`src/rtl/spi_apb_master_if.sv`:
```
// Bus bundle for spi_apb_master: local request/response channel plus APB initiator pins.
// The design attaches through 'master'; the sequencer/APB-slave side attaches through 'slave'.
interface spi_apb_master_if #(
  parameter int APB_ADDR_WIDTH = 12
);
  logic                      req_valid;
  logic                      req_ready;
  logic [APB_ADDR_WIDTH-1:0] req_addr;
  logic [31:0]               req_wdata;
  logic                      req_write;
  logic                      rsp_valid;
  logic                      rsp_ready;
  logic [31:0]               rsp_rdata;
  logic                      rsp_err;
  logic                      rsp_timeout;
  logic [APB_ADDR_WIDTH-1:0] PADDR;
  logic [31:0]               PWDATA;
  logic                      PWRITE;
  logic                      PSEL;
  logic                      PENABLE;
  logic [31:0]               PRDATA;
  logic                      PREADY;
  logic                      PSLVERR;

  modport master (
    input  req_valid, req_addr, req_wdata, req_write, rsp_ready,
           PRDATA, PREADY, PSLVERR,
    output req_ready, rsp_valid, rsp_rdata, rsp_err, rsp_timeout,
           PADDR, PWDATA, PWRITE, PSEL, PENABLE
  );

  modport slave (
    output req_valid, req_addr, req_wdata, req_write, rsp_ready,
           PRDATA, PREADY, PSLVERR,
    input  req_ready, rsp_valid, rsp_rdata, rsp_err, rsp_timeout,
           PADDR, PWDATA, PWRITE, PSEL, PENABLE
  );
endinterface

```
`src/rtl/spi_apb_master.sv`:
```
// APB initiator for the SPI master register block: one outstanding request turned
// into an APB SETUP/ACCESS transfer, with optional ACCESS-phase timeout.
module spi_apb_master #(
  parameter int APB_ADDR_WIDTH = 12,
  parameter int TIMEOUT_CYCLES = 256
) (
  input  logic                 HCLK,
  input  logic                 HRESET,
  spi_apb_master_if.master     bus
);
  localparam logic [1:0] S_IDLE   = 2'd0;
  localparam logic [1:0] S_SETUP  = 2'd1;
  localparam logic [1:0] S_ACCESS = 2'd2;
  localparam logic [1:0] S_RESP   = 2'd3;
  localparam int CW = (TIMEOUT_CYCLES > 1) ? $clog2(TIMEOUT_CYCLES) : 1;

  logic [1:0]                state_q, state_d;
  logic [APB_ADDR_WIDTH-1:0] paddr_q, paddr_d;
  logic [31:0]               pwdata_q, pwdata_d;
  logic                      pwrite_q, pwrite_d;
  logic                      psel_q, psel_d;
  logic                      penable_q, penable_d;
  logic                      rsp_valid_q, rsp_valid_d;
  logic [31:0]               rsp_rdata_q, rsp_rdata_d;
  logic                      rsp_err_q, rsp_err_d;
  logic                      rsp_timeout_q, rsp_timeout_d;
  logic [CW-1:0]             cnt_q, cnt_d;
  logic                      to_expire;

  generate
    if (TIMEOUT_CYCLES > 0) begin : g_to
      assign to_expire = (cnt_q == CW'(TIMEOUT_CYCLES - 1));
    end else begin : g_no_to
      assign to_expire = 1'b0;
    end
  endgenerate

  // The APB bus phases trail the FSM by one cycle: the state after SETUP first
  // shows PSEL alone, then raises PENABLE, and only then looks at PREADY.
  always_comb begin
    state_d       = state_q;
    paddr_d       = paddr_q;
    pwdata_d      = pwdata_q;
    pwrite_d      = pwrite_q;
    psel_d        = psel_q;
    penable_d     = penable_q;
    rsp_valid_d   = rsp_valid_q;
    rsp_rdata_d   = rsp_rdata_q;
    rsp_err_d     = rsp_err_q;
    rsp_timeout_d = rsp_timeout_q;
    cnt_d         = cnt_q;
    case (state_q)
      S_IDLE: begin
        if (bus.req_valid) begin
          paddr_d  = bus.req_addr;
          pwdata_d = bus.req_wdata;
          pwrite_d = bus.req_write;
          state_d  = S_SETUP;
        end
      end
      S_SETUP: begin
        psel_d    = 1'b1;
        penable_d = 1'b0;
        cnt_d     = '0;
        state_d   = S_ACCESS;
      end
      S_ACCESS: begin
        if (!penable_q) begin
          penable_d = 1'b1;
        end else if (bus.PREADY) begin
          psel_d        = 1'b0;
          penable_d     = 1'b0;
          rsp_valid_d   = 1'b1;
          rsp_rdata_d   = pwrite_q ? 32'h0 : bus.PRDATA;
          rsp_err_d     = bus.PSLVERR;
          rsp_timeout_d = 1'b0;
          state_d       = S_RESP;
        end else if (to_expire) begin
          psel_d        = 1'b0;
          penable_d     = 1'b0;
          rsp_valid_d   = 1'b1;
          rsp_rdata_d   = 32'h0;
          rsp_err_d     = 1'b1;
          rsp_timeout_d = 1'b1;
          state_d       = S_RESP;
        end else begin
          cnt_d = cnt_q + CW'(1);
        end
      end
      S_RESP: begin
        if (bus.rsp_ready) begin
          rsp_valid_d = 1'b0;
          state_d     = S_IDLE;
        end
      end
      default: state_d = S_IDLE;
    endcase
  end

  always_ff @(posedge HCLK or posedge HRESET) begin
    if (HRESET) begin
      state_q       <= S_IDLE;
      paddr_q       <= '0;
      pwdata_q      <= '0;
      pwrite_q      <= 1'b0;
      psel_q        <= 1'b0;
      penable_q     <= 1'b0;
      rsp_valid_q   <= 1'b0;
      rsp_rdata_q   <= '0;
      rsp_err_q     <= 1'b0;
      rsp_timeout_q <= 1'b0;
      cnt_q         <= '0;
    end else begin
      state_q       <= state_d;
      paddr_q       <= paddr_d;
      pwdata_q      <= pwdata_d;
      pwrite_q      <= pwrite_d;
      psel_q        <= psel_d;
      penable_q     <= penable_d;
      rsp_valid_q   <= rsp_valid_d;
      rsp_rdata_q   <= rsp_rdata_d;
      rsp_err_q     <= rsp_err_d;
      rsp_timeout_q <= rsp_timeout_d;
      cnt_q         <= cnt_d;
    end
  end

  assign bus.req_ready   = (state_q == S_IDLE);
  assign bus.rsp_valid   = rsp_valid_q;
  assign bus.rsp_rdata   = rsp_rdata_q;
  assign bus.rsp_err     = rsp_err_q;
  assign bus.rsp_timeout = rsp_timeout_q;
  assign bus.PADDR       = paddr_q;
  assign bus.PWDATA      = pwdata_q;
  assign bus.PWRITE      = pwrite_q;
  assign bus.PSEL        = psel_q;
  assign bus.PENABLE     = penable_q;
endmodule
```
`src/flat_wrapper.sv`:
```
// flat-port wrapper written by rule: the top's interface ports become plain ports
module spi_apb_master_flat 
#(
  parameter int APB_ADDR_WIDTH = 12,
  parameter int TIMEOUT_CYCLES = 256
)
  (HCLK, HRESET, bus_req_valid, bus_req_addr, bus_req_wdata, bus_req_write, bus_rsp_ready, bus_PRDATA, bus_PREADY, bus_PSLVERR, bus_req_ready, bus_rsp_valid, bus_rsp_rdata, bus_rsp_err, bus_rsp_timeout, bus_PADDR, bus_PWDATA, bus_PWRITE, bus_PSEL, bus_PENABLE);
  spi_apb_master_if #(.APB_ADDR_WIDTH(APB_ADDR_WIDTH)) bus_i ();
  input  logic HCLK;
  input  logic HRESET;
  input wire logic [$bits(bus_i.req_valid)-1:0] bus_req_valid;
  input wire logic [$bits(bus_i.req_addr)-1:0] bus_req_addr;
  input wire logic [$bits(bus_i.req_wdata)-1:0] bus_req_wdata;
  input wire logic [$bits(bus_i.req_write)-1:0] bus_req_write;
  input wire logic [$bits(bus_i.rsp_ready)-1:0] bus_rsp_ready;
  input wire logic [$bits(bus_i.PRDATA)-1:0] bus_PRDATA;
  input wire logic [$bits(bus_i.PREADY)-1:0] bus_PREADY;
  input wire logic [$bits(bus_i.PSLVERR)-1:0] bus_PSLVERR;
  output wire logic [$bits(bus_i.req_ready)-1:0] bus_req_ready;
  output wire logic [$bits(bus_i.rsp_valid)-1:0] bus_rsp_valid;
  output wire logic [$bits(bus_i.rsp_rdata)-1:0] bus_rsp_rdata;
  output wire logic [$bits(bus_i.rsp_err)-1:0] bus_rsp_err;
  output wire logic [$bits(bus_i.rsp_timeout)-1:0] bus_rsp_timeout;
  output wire logic [$bits(bus_i.PADDR)-1:0] bus_PADDR;
  output wire logic [$bits(bus_i.PWDATA)-1:0] bus_PWDATA;
  output wire logic [$bits(bus_i.PWRITE)-1:0] bus_PWRITE;
  output wire logic [$bits(bus_i.PSEL)-1:0] bus_PSEL;
  output wire logic [$bits(bus_i.PENABLE)-1:0] bus_PENABLE;
  assign bus_i.req_valid = bus_req_valid;
  assign bus_i.req_addr = bus_req_addr;
  assign bus_i.req_wdata = bus_req_wdata;
  assign bus_i.req_write = bus_req_write;
  assign bus_i.rsp_ready = bus_rsp_ready;
  assign bus_i.PRDATA = bus_PRDATA;
  assign bus_i.PREADY = bus_PREADY;
  assign bus_i.PSLVERR = bus_PSLVERR;
  assign bus_req_ready = bus_i.req_ready;
  assign bus_rsp_valid = bus_i.rsp_valid;
  assign bus_rsp_rdata = bus_i.rsp_rdata;
  assign bus_rsp_err = bus_i.rsp_err;
  assign bus_rsp_timeout = bus_i.rsp_timeout;
  assign bus_PADDR = bus_i.PADDR;
  assign bus_PWDATA = bus_i.PWDATA;
  assign bus_PWRITE = bus_i.PWRITE;
  assign bus_PSEL = bus_i.PSEL;
  assign bus_PENABLE = bus_i.PENABLE;
  spi_apb_master #(.APB_ADDR_WIDTH(APB_ADDR_WIDTH), .TIMEOUT_CYCLES(TIMEOUT_CYCLES)) u_core (.HCLK(HCLK), .HRESET(HRESET), .bus(bus_i));
endmodule
```
`config.mk`:
```
export PLATFORM = sky130hd
export DESIGN_NAME = spi_apb_master_flat
export DESIGN_NICKNAME = d
export VERILOG_FILES = /design/src/rtl/spi_apb_master_if.sv /design/src/rtl/spi_apb_master.sv /design/src/flat_wrapper.sv
export SDC_FILE = /design/constraint.sdc
export NUM_CORES = 1
export LEC_CHECK = 0
export CORE_AREA = 2 2 92 103
export DETAILED_ROUTE_END_ITERATION = 12
export DIE_AREA = 0 0 94 105
export PLACE_DENSITY = 0.84
export SYNTH_ARGS = -nofsm -noshare
export SYNTH_HDL_FRONTEND = slang
export SYNTH_SLANG_ARGS = --single-unit
```
`constraint.sdc`:
```
create_clock -name HCLK -period 6.51 [get_ports HCLK]
set_clock_uncertainty 0.1 [all_clocks]
set_input_delay 1.302 -clock HCLK [delete_from_list [all_inputs] [get_ports HCLK]]
set_output_delay 1.302 -clock HCLK [all_outputs]
set_load 0.005 [all_outputs]
```
==> results.txt, run 1 <==
----------------------------------------------------
[Run status]
  Status ... finished, final reports clean

[Worst setup path]
  Critical path required time ... 5.11 ns
  Category of the most critical setup path ... flop to primary output
  Crit-path slowest cell ... sky130_fd_sc_hd__dfrtp_1
  Flop-to-flop setup slack ... 4.07 ns
  Critical Path Max Stage Delay ... 0.85 ns
  Category of the worst setup path capture point ... primary output
  Startpoint class of the critical path ... flop
  Arrival @ worst endpoint ... 1.84 ns
  Critical path buffer and inverter count ... 1
  Maximum fanout encountered on the critical timing path ... 34
  Worst path cell trace ... clkdlybuf4s50_1
  Family of cells with the greatest summed delay on the critical path ... flip-flops

[Floorplan]
  Height of the chip ... 105 um
  Starting Density ... 44.9%
  Cell row count ... 36
  Die area ... 9870 um2
  Boundary Pins ... 166
  Die outline width ... 94 um
  Core Footprint ... 8780 um2

[Place]
  DP HPWL ... 7.38 mm
  Placed instance area ... 5680 um2
  Final Wtd Congestion ... 0.833
  Port Buf Inserts ... 165

[Synth]
  Avg Inst Size Synth ... 11.9 um2
  Top-area cell type share of the netlist area ... 58.3%
  Mapped Area ... 3950 um2
  Library cell occupying the most area in the post-synthesis netlist ... sky130_fd_sc_hd__dfrtp_1
  Count of state elements after synthesis ... 92
  Synth top area cells ... sky130_fd_sc_hd__dfrtp_1, sky130_fd_sc_hd__mux2_2, sky130_fd_sc_hd__nand4b_1
  Number of warnings reported in the yosys synthesis log ... 0
  Net count of the mapped netlist ... 420
  Seq/Total Area, Yosys ... 58.3%
  Post-Syn Instances ... 331
  Distinct cell type count after synthesis ... 34

[Clock tree]
  Clock input transition at the sequential cells of the worst setup and hold paths ... 0.09 ns
  Skew-Pair Late Insertion Delay ... 0.34 ns
  Number of post-CTS setup repair buffers ... 0
  Longest Clk Path Bufs ... 2
  Clock Root Buffer ... sky130_fd_sc_hd__clkbuf_8
  CTS tree ... done
  Number of gates given a new drive strength after cts ... 0
  TritonCTS Buffers ... 9
  H-Tree Level Count ... 3
  Number of clock sinks ... 92
  Post-cts hold buffer count ... 0

[Power and ir drop]
  VDD IR-drop max ... 247 uV
  Power per Cell Area ... 420 nW/um2
  Total power draw ... 2.47 mW
  P_leak ... 2.56 nW

[Timing]
  Number of pins with negative max-slew slack in the final report ... 0
  Setup total negative slack ... 0 ns
  Worst-case headroom to the max-slew limit ... 19.5%
  Unrepaired setup endpoints after global routing ... false
  Achievable clock frequency ... 0.309 GHz
  Final hold violation count ... 0
  Slew at the pin with the worst max-slew slack ... 1.21 ns
  Final period utilization ... 49.8%
  Crit path time final ... 3.24 ns
  Final setup viols ... 0

[Global routing]
  Initial antenna violation count ... 0
  Number of global-route vias before repair ... 3,260
  Global-route wire length before repair ... 16.3 mm
  Maximum number of pins on one net before global-route repair ... 70
  Final global-route overflow total ... 0
  Global-route usage over all layers ... 20.9%

[Routing]
  DR pass1 iterations ... 4
  Routed vias/inst ... 5.32
  Met3 wire length ... 559 um
  Detailed route wirelength on metal2 ... 5.41 mm
  Initial drt markers ... 152
  WL met1 ... 3.97 mm
  Top routing layer used ... met4
  Routed length per placed instance ... 16.7 um
  Count of vias placed by the detailed router ... 3,232
  ANT nets after route ... 0
  # DRC ... 0
  Post-detailed-routing wire length ... 10.2 mm

[Cells and area]
  Area Overhead vs Synth ... 48.5%
  Final cell area excluding filler cells ... 5860 um2
  Most common library cell in the layout ignoring fill and taps ... sky130_fd_sc_hd__clkdlybuf4s50_1
  Fillcell total ... 669
  Layout cells sized above 1 ... 14.2%
  Ant. Diodes ... 0
  Number of nets in the finished design ... 578
  Most used cells in the layout excluding fill and tap cells ... sky130_fd_sc_hd__clkdlybuf4s50_1, sky130_fd_sc_hd__dfrtp_1, sky130_fd_sc_hd__mux2_2

[Job]
  Number of maximum-capacitance violations ... 0

[Hold path]
  Type of the most critical hold path ... flop to flop

----------------------------------------------------
-- per-stage QoR --
step / utilization [%] / cells / hold slack, ns / setup slack [ns]
after floorplan: - / 331 / 0.384 / 2.72
after global placement: 64.6 / 592 / 0.381 / 3.12
after detailed placement: 64.6 / 592 / 0.389 / 3.07
after CTS: 66.8 / 608 / 0.410 / 3.26
after global routing: 66.8 / 608 / 0.424 / 3.16
final: 66.8 / 608 / 0.404 / 3.27
-- registers in the layout (all words and copies together), names as in the netlist, 2 cells and up --
register	flops
u_core.bus.PWDATA	32
u_core.bus.rsp_rdata	32
u_core.bus.PADDR	12
u_core.cnt_q	8
u_core.state_q	2
-- per-layer routing --
layer | up-vias | track usage, %
met1 | 1595 | 26.0
met3 | 21 | 4.54
met5 | - | 0
met4 | 0 | 7.14
met2 | 115 | 35.7
li1 | 1501 | -
-- report_power, final --
part	switching (mW)	internal (mW)
clock network	0.204	0.153
logic	0.377	0.727
registers	0.166	0.839
total	0.746	1.72
-- cells in the mapped netlist --
cell	n
sky130_fd_sc_hd__buf_2	4
sky130_fd_sc_hd__nand3_1	6
sky130_fd_sc_hd__a31oi_1	1
sky130_fd_sc_hd__o32a_1	1
sky130_fd_sc_hd__nand3b_1	1
sky130_fd_sc_hd__o21ai_0	38
sky130_fd_sc_hd__a22o_1	1
sky130_fd_sc_hd__mux2_2	46
sky130_fd_sc_hd__o22a_1	1
sky130_fd_sc_hd__buf_6	1
sky130_fd_sc_hd__nand2_1	43
sky130_fd_sc_hd__a211o_1	3
sky130_fd_sc_hd__nor3_1	2
sky130_fd_sc_hd__clkbuf_2	3
sky130_fd_sc_hd__o22ai_1	1
sky130_fd_sc_hd__nand4_1	3
sky130_fd_sc_hd__o21ai_1	1
sky130_fd_sc_hd__and3_1	3
sky130_fd_sc_hd__o311ai_1	1
sky130_fd_sc_hd__a21oi_1	6
sky130_fd_sc_hd__a21boi_1	1
sky130_fd_sc_hd__mux2i_1	1
sky130_fd_sc_hd__and4_1	1
sky130_fd_sc_hd__nor2_1	1
sky130_fd_sc_hd__clkbuf_1	13
sky130_fd_sc_hd__o21ba_2	1
sky130_fd_sc_hd__ha_1	6
sky130_fd_sc_hd__a21o_1	3
sky130_fd_sc_hd__nand4b_1	32
sky130_fd_sc_hd__dfrtp_1	92
sky130_fd_sc_hd__and3b_1	1
sky130_fd_sc_hd__inv_1	9
sky130_fd_sc_hd__or3_1	3
sky130_fd_sc_hd__nor2_2	1
-- final timing paths --
| check | cells after the start | startpoint | endpoint |
|---|---|---|---|
| setup / recovery | 1 | u_core.bus.PWRITE | bus_PWRITE |
| hold / removal | 2 | u_core.bus.rsp_rdata[11] | u_core.bus.rsp_rdata[11] |
| setup reg to reg | 6 | u_core.state_q[0] | u_core.cnt_q[4] |
| hold reg to reg | 2 | u_core.bus.rsp_rdata[11] | u_core.bus.rsp_rdata[11] |
| max in group asynchronous | 3 | HRESET | u_core.bus.rsp_rdata[2] |
| min in group asynchronous | 2 | HRESET | u_core.bus.PWDATA[24] |
-- tightest hold or removal path: cells and delay by family, from the launching register on --
kind,cells,cell delay (ns)
DFF,1,0.35
AOI/OAI and AO/OA,1,0.07
and+or+nand+nor,1,0.06
-- cell families (layout without fill, tap and decap cells) --
group / after synthesis / after routing / synth area share (%)
fa+ha+maj: 6 / 6 / 1.90
simple gates: 97 / 97 / 14.5
flops: 92 / 92 / 58.3
buf+inv: 30 / 193 / 3.26
mux: 47 / 47 / 13.4
compound gates: 59 / 59 / 8.62
-- layout make-up --
class / instances / area [um2] / area share [%]
flip-flops and latches: 92 / 2300 / 39.3
repair buffers: 168 / 1670 / 28.6
multi-input cells: 209 / 1520 / 26.0
well taps: 114 / 143 / 2.43
clock buffers: 10 / 138 / 2.35
clock inverters: 6 / 48.8 / 0.832
inverters: 9 / 35.0 / 0.598
Note: power is estimated with default switching activity, not from simulation.
==> inputs of run 2 (changes only) <==
- CORE_AREA: 2 2 92 103 -> 2 2 95 106
- DIE_AREA: 0 0 94 105 -> 0 0 97 108
- PLACE_DENSITY: 0.84 -> 0.79
- clock period: 6.51 -> 3.3 ns (I/O delays scaled with it)
==> run 2 against run 1 <==
Clock power rose by 95%. Combinational power rose by 100%. Via count rose by 0.77%. First-iteration DRC count fell by 3.9%. Cell count rose by 1.5%. Clock-buffer cell count did not move. Final area rose by 0.87%. Sequential power rose by 98%. Sequential share of layout area fell by 0.34 points. Non-clock buffer count rose by 6. Die area rose by 6.1%. Hold slack barely moved.
==> results.txt, run 2 (synthesis gave the netlist of run 1 again) <==
----------------------------------------------------
[Place]
  Port Buf Inserts ... 165 (unchanged)
  Placed instance area ... 5740 um2 (+1.1%)
  Number of placed cells counting well taps ... 601 (+1.5%)
  Final Wtd Congestion ... 0.819 (-1.6%)
  Post-place setup slack ... 0.848 ns (-2.23 ns)
  DP HPWL ... 7.50 mm (+1.6%)

[Floorplan]
  Boundary Pins ... 166 (unchanged)
  Die outline width ... 97 um (+3.2%)
  Core Footprint ... 9310 um2 (+5.9%)
  Cell row count ... 37 (+2.8%)
  Starting Density ... 42.4% (-2.5 points)
  Height of the chip ... 108 um (+2.9%)
  Die area ... 10,500 um2 (+6.1%)

[Routing]
  DR pass1 iterations ... 4 (unchanged)
  Routed length per placed instance ... 16.7 um (-0.31%)
  Post-detailed-routing wire length ... 10.3 mm (+1.2%)
  Count of vias placed by the detailed router ... 3,257 (+0.77%)
  Routed vias/inst ... 5.28 (-0.70%)
  Initial drt markers ... 146 (-3.9%)
  # DRC ... 0 (unchanged)
  ANT nets after route ... 0 (unchanged)

[Power and ir drop]
  Net switching power ... 1.49 mW (+100%)
  Fraction of power consumed by sequential logic ... 40.6% (-0.2 points)
  Power per Cell Area ... 825 nW/um2 (+96%)
  Total power draw ... 4.88 mW (+98%)
  Part of the power in combinational logic ... 45.2% (+0.4 points)
  VDD IR-drop max ... 510 uV (+110%)
  P_leak ... 2.59 nW (+1.1%)
  Internal Pwr Total ... 3.39 mW (+97%)
  Fraction of power consumed by the clock network ... 14.2% (-0.3 points)
  Switching part of the total ... 30.6% (+0.33 points)

[Global routing]
  Global-route wire length before repair ... 16.1 mm (-1.1%)
  Initial antenna violation count ... 0 (unchanged)
  Maximum number of pins on one net before global-route repair ... 43 (-39%)
  Global-route usage over all layers ... 19.0% (-1.9 points)
  Final global-route overflow total ... 0 (unchanged)
  Number of global-route vias before repair ... 3,235 (-0.77%)

[Cells and area]
  Most common library cell in the layout ignoring fill and taps ... sky130_fd_sc_hd__clkdlybuf4s50_1
  Layout cells sized above 1 ... 15.0% (+0.83 points)
  Ant. Diodes ... 0 (unchanged)
  Number of standard cells in the layout, taps in and fillers out ... 617 (+1.5%)
  Area Overhead vs Synth ... 49.8%
  Utilization of the core after routing ... 63.6% (-3.2 points)
  Most used cells in the layout excluding fill and tap cells ... sky130_fd_sc_hd__clkdlybuf4s50_1, sky130_fd_sc_hd__dfrtp_1, sky130_fd_sc_hd__mux2_2
  Number of nets in the finished design ... 584 (+1.0%)
  Final cell area excluding filler cells ... 5910 um2 (+0.87%)

[Timing]
  Final period utilization ... 79.0%
  Final hold violation count ... 0 (unchanged)
  Achievable clock frequency ... 0.383 GHz
  Worst-case headroom to the max-slew limit ... 41.1% (+22 points)
  Slew at the pin with the worst max-slew slack ... 0.883 ns (-0.324 ns)
  Number of pins with negative max-slew slack in the final report ... 0 (unchanged)
  Setup total negative slack ... 0 ns (unchanged)
  Unrepaired setup endpoints after global routing ... false
  Setup ws final ... 0.692 ns (-2.58 ns)
  Minimum hold slack ... 0.403 ns (-0.000479 ns)
  Final setup viols ... 0 (unchanged)
  Crit path time final ... 2.61 ns

[Run status]
  Status ... finished, final reports clean

[Clock tree]
  Post-cts hold buffer count ... 0 (unchanged)
  TritonCTS Buffers ... 9 (unchanged)
  Longest Clk Path Bufs ... 2 (unchanged)
  Clock input transition at the sequential cells of the worst setup and hold paths ... 0.09 ns (about the same)
  Clock Root Buffer ... sky130_fd_sc_hd__clkbuf_8
  Number of clock sinks ... 92 (unchanged)
  H-Tree Level Count ... 3 (unchanged)
  CTS tree ... done
  Number of post-CTS setup repair buffers ... 0 (unchanged)
  Number of gates given a new drive strength after cts ... 0 (unchanged)
  Skew-Pair Late Insertion Delay ... 0.35 ns (about the same)

[Worst setup path]
  Family of cells with the greatest summed delay on the critical path ... flip-flops
  Arrival @ worst endpoint ... 1.85 ns (about the same)
  Critical path required time ... 2.54 ns (-2.57 ns)
  Crit-path slowest cell ... sky130_fd_sc_hd__dfrtp_1
  Maximum fanout encountered on the critical timing path ... 34 (unchanged)
  Category of the worst setup path capture point ... primary output
  Critical path buffer and inverter count ... 1 (unchanged)
  Category of the most critical setup path ... flop to primary output
  Worst path cell trace ... clkdlybuf4s50_1
  Critical Path Max Stage Delay ... 0.86 ns (about the same)
  Startpoint class of the critical path ... flop

[Hold path]
  Type of the most critical hold path ... flop to flop

[Job]
  Number of maximum-capacitance violations ... 0 (unchanged)

----------------------------------------------------
-- run 2: changes by cell type in the layout (fill, tap and decap cells not counted) --
cell | previous run | this run
sky130_fd_sc_hd__clkinv_4 | 2 | 1
sky130_fd_sc_hd__clkbuf_1 | 0 | 1
sky130_fd_sc_hd__buf_12 | 0 | 1
sky130_fd_sc_hd__buf_4 | 3 | 8
sky130_fd_sc_hd__inv_6 | 0 | 1
sky130_fd_sc_hd__clkbuf_8 | 10 | 9
-- run 2: path summary, 6_finish.rpt --
path,start,end,slack [ns],cells after the start
min in group asynchronous,HRESET,u_core.bus.PWDATA[17],0.64,2
setup / recovery,u_core.bus.PWRITE,bus_PWRITE,0.69,1
hold / removal,u_core.bus.rsp_rdata[28],u_core.bus.rsp_rdata[28],0.40,2
setup reg to reg,u_core.state_q[0],u_core.bus.rsp_rdata[14],0.96,7
hold reg to reg,u_core.bus.rsp_rdata[28],u_core.bus.rsp_rdata[28],0.40,2
max in group asynchronous,HRESET,u_core.bus.PWDATA[18],1.78,3
-- run 2: layout make-up --
type / count / area, um2
clock buffers: 10 / 128
clock inverters: 6 / 48.8
fillers: 754 / 3390
inverters: 9 / 35.0
multi-input cells: 209 / 1520
flip-flops and latches: 92 / 2300
well taps: 117 / 146
repair buffers: 174 / 1730
-- run 2: tightest hold or removal path, stage by stage, from the launching register on --
cell	delay [ns]
sky130_fd_sc_hd__dfrtp_1	0.35
sky130_fd_sc_hd__o21ai_0	0.08
sky130_fd_sc_hd__nand2_1	0.05
-- run 2: power by group through the flow --
stage               Combinational [mW]  Clock, mW  Sequential, mW
floorplan                        0.862          0            1.98
global placement                  2.17          0            1.97
detailed placement                2.23          0            2.00
CTS                               2.24      0.714            1.98
global route                      2.38      0.753            2.05
finish                            2.20      0.694            1.98
-- run 2: routing by layer --
metal / track usage, % / wire, um / vias up
li1: - / - / 1516
met1: 23.5 / 4060 / 1588
met2: 32.8 / 5390 / 135
met3: 4.78 / 590 / 18
met4: 6.44 / 248 / 0
met5: 0 / 0 / -
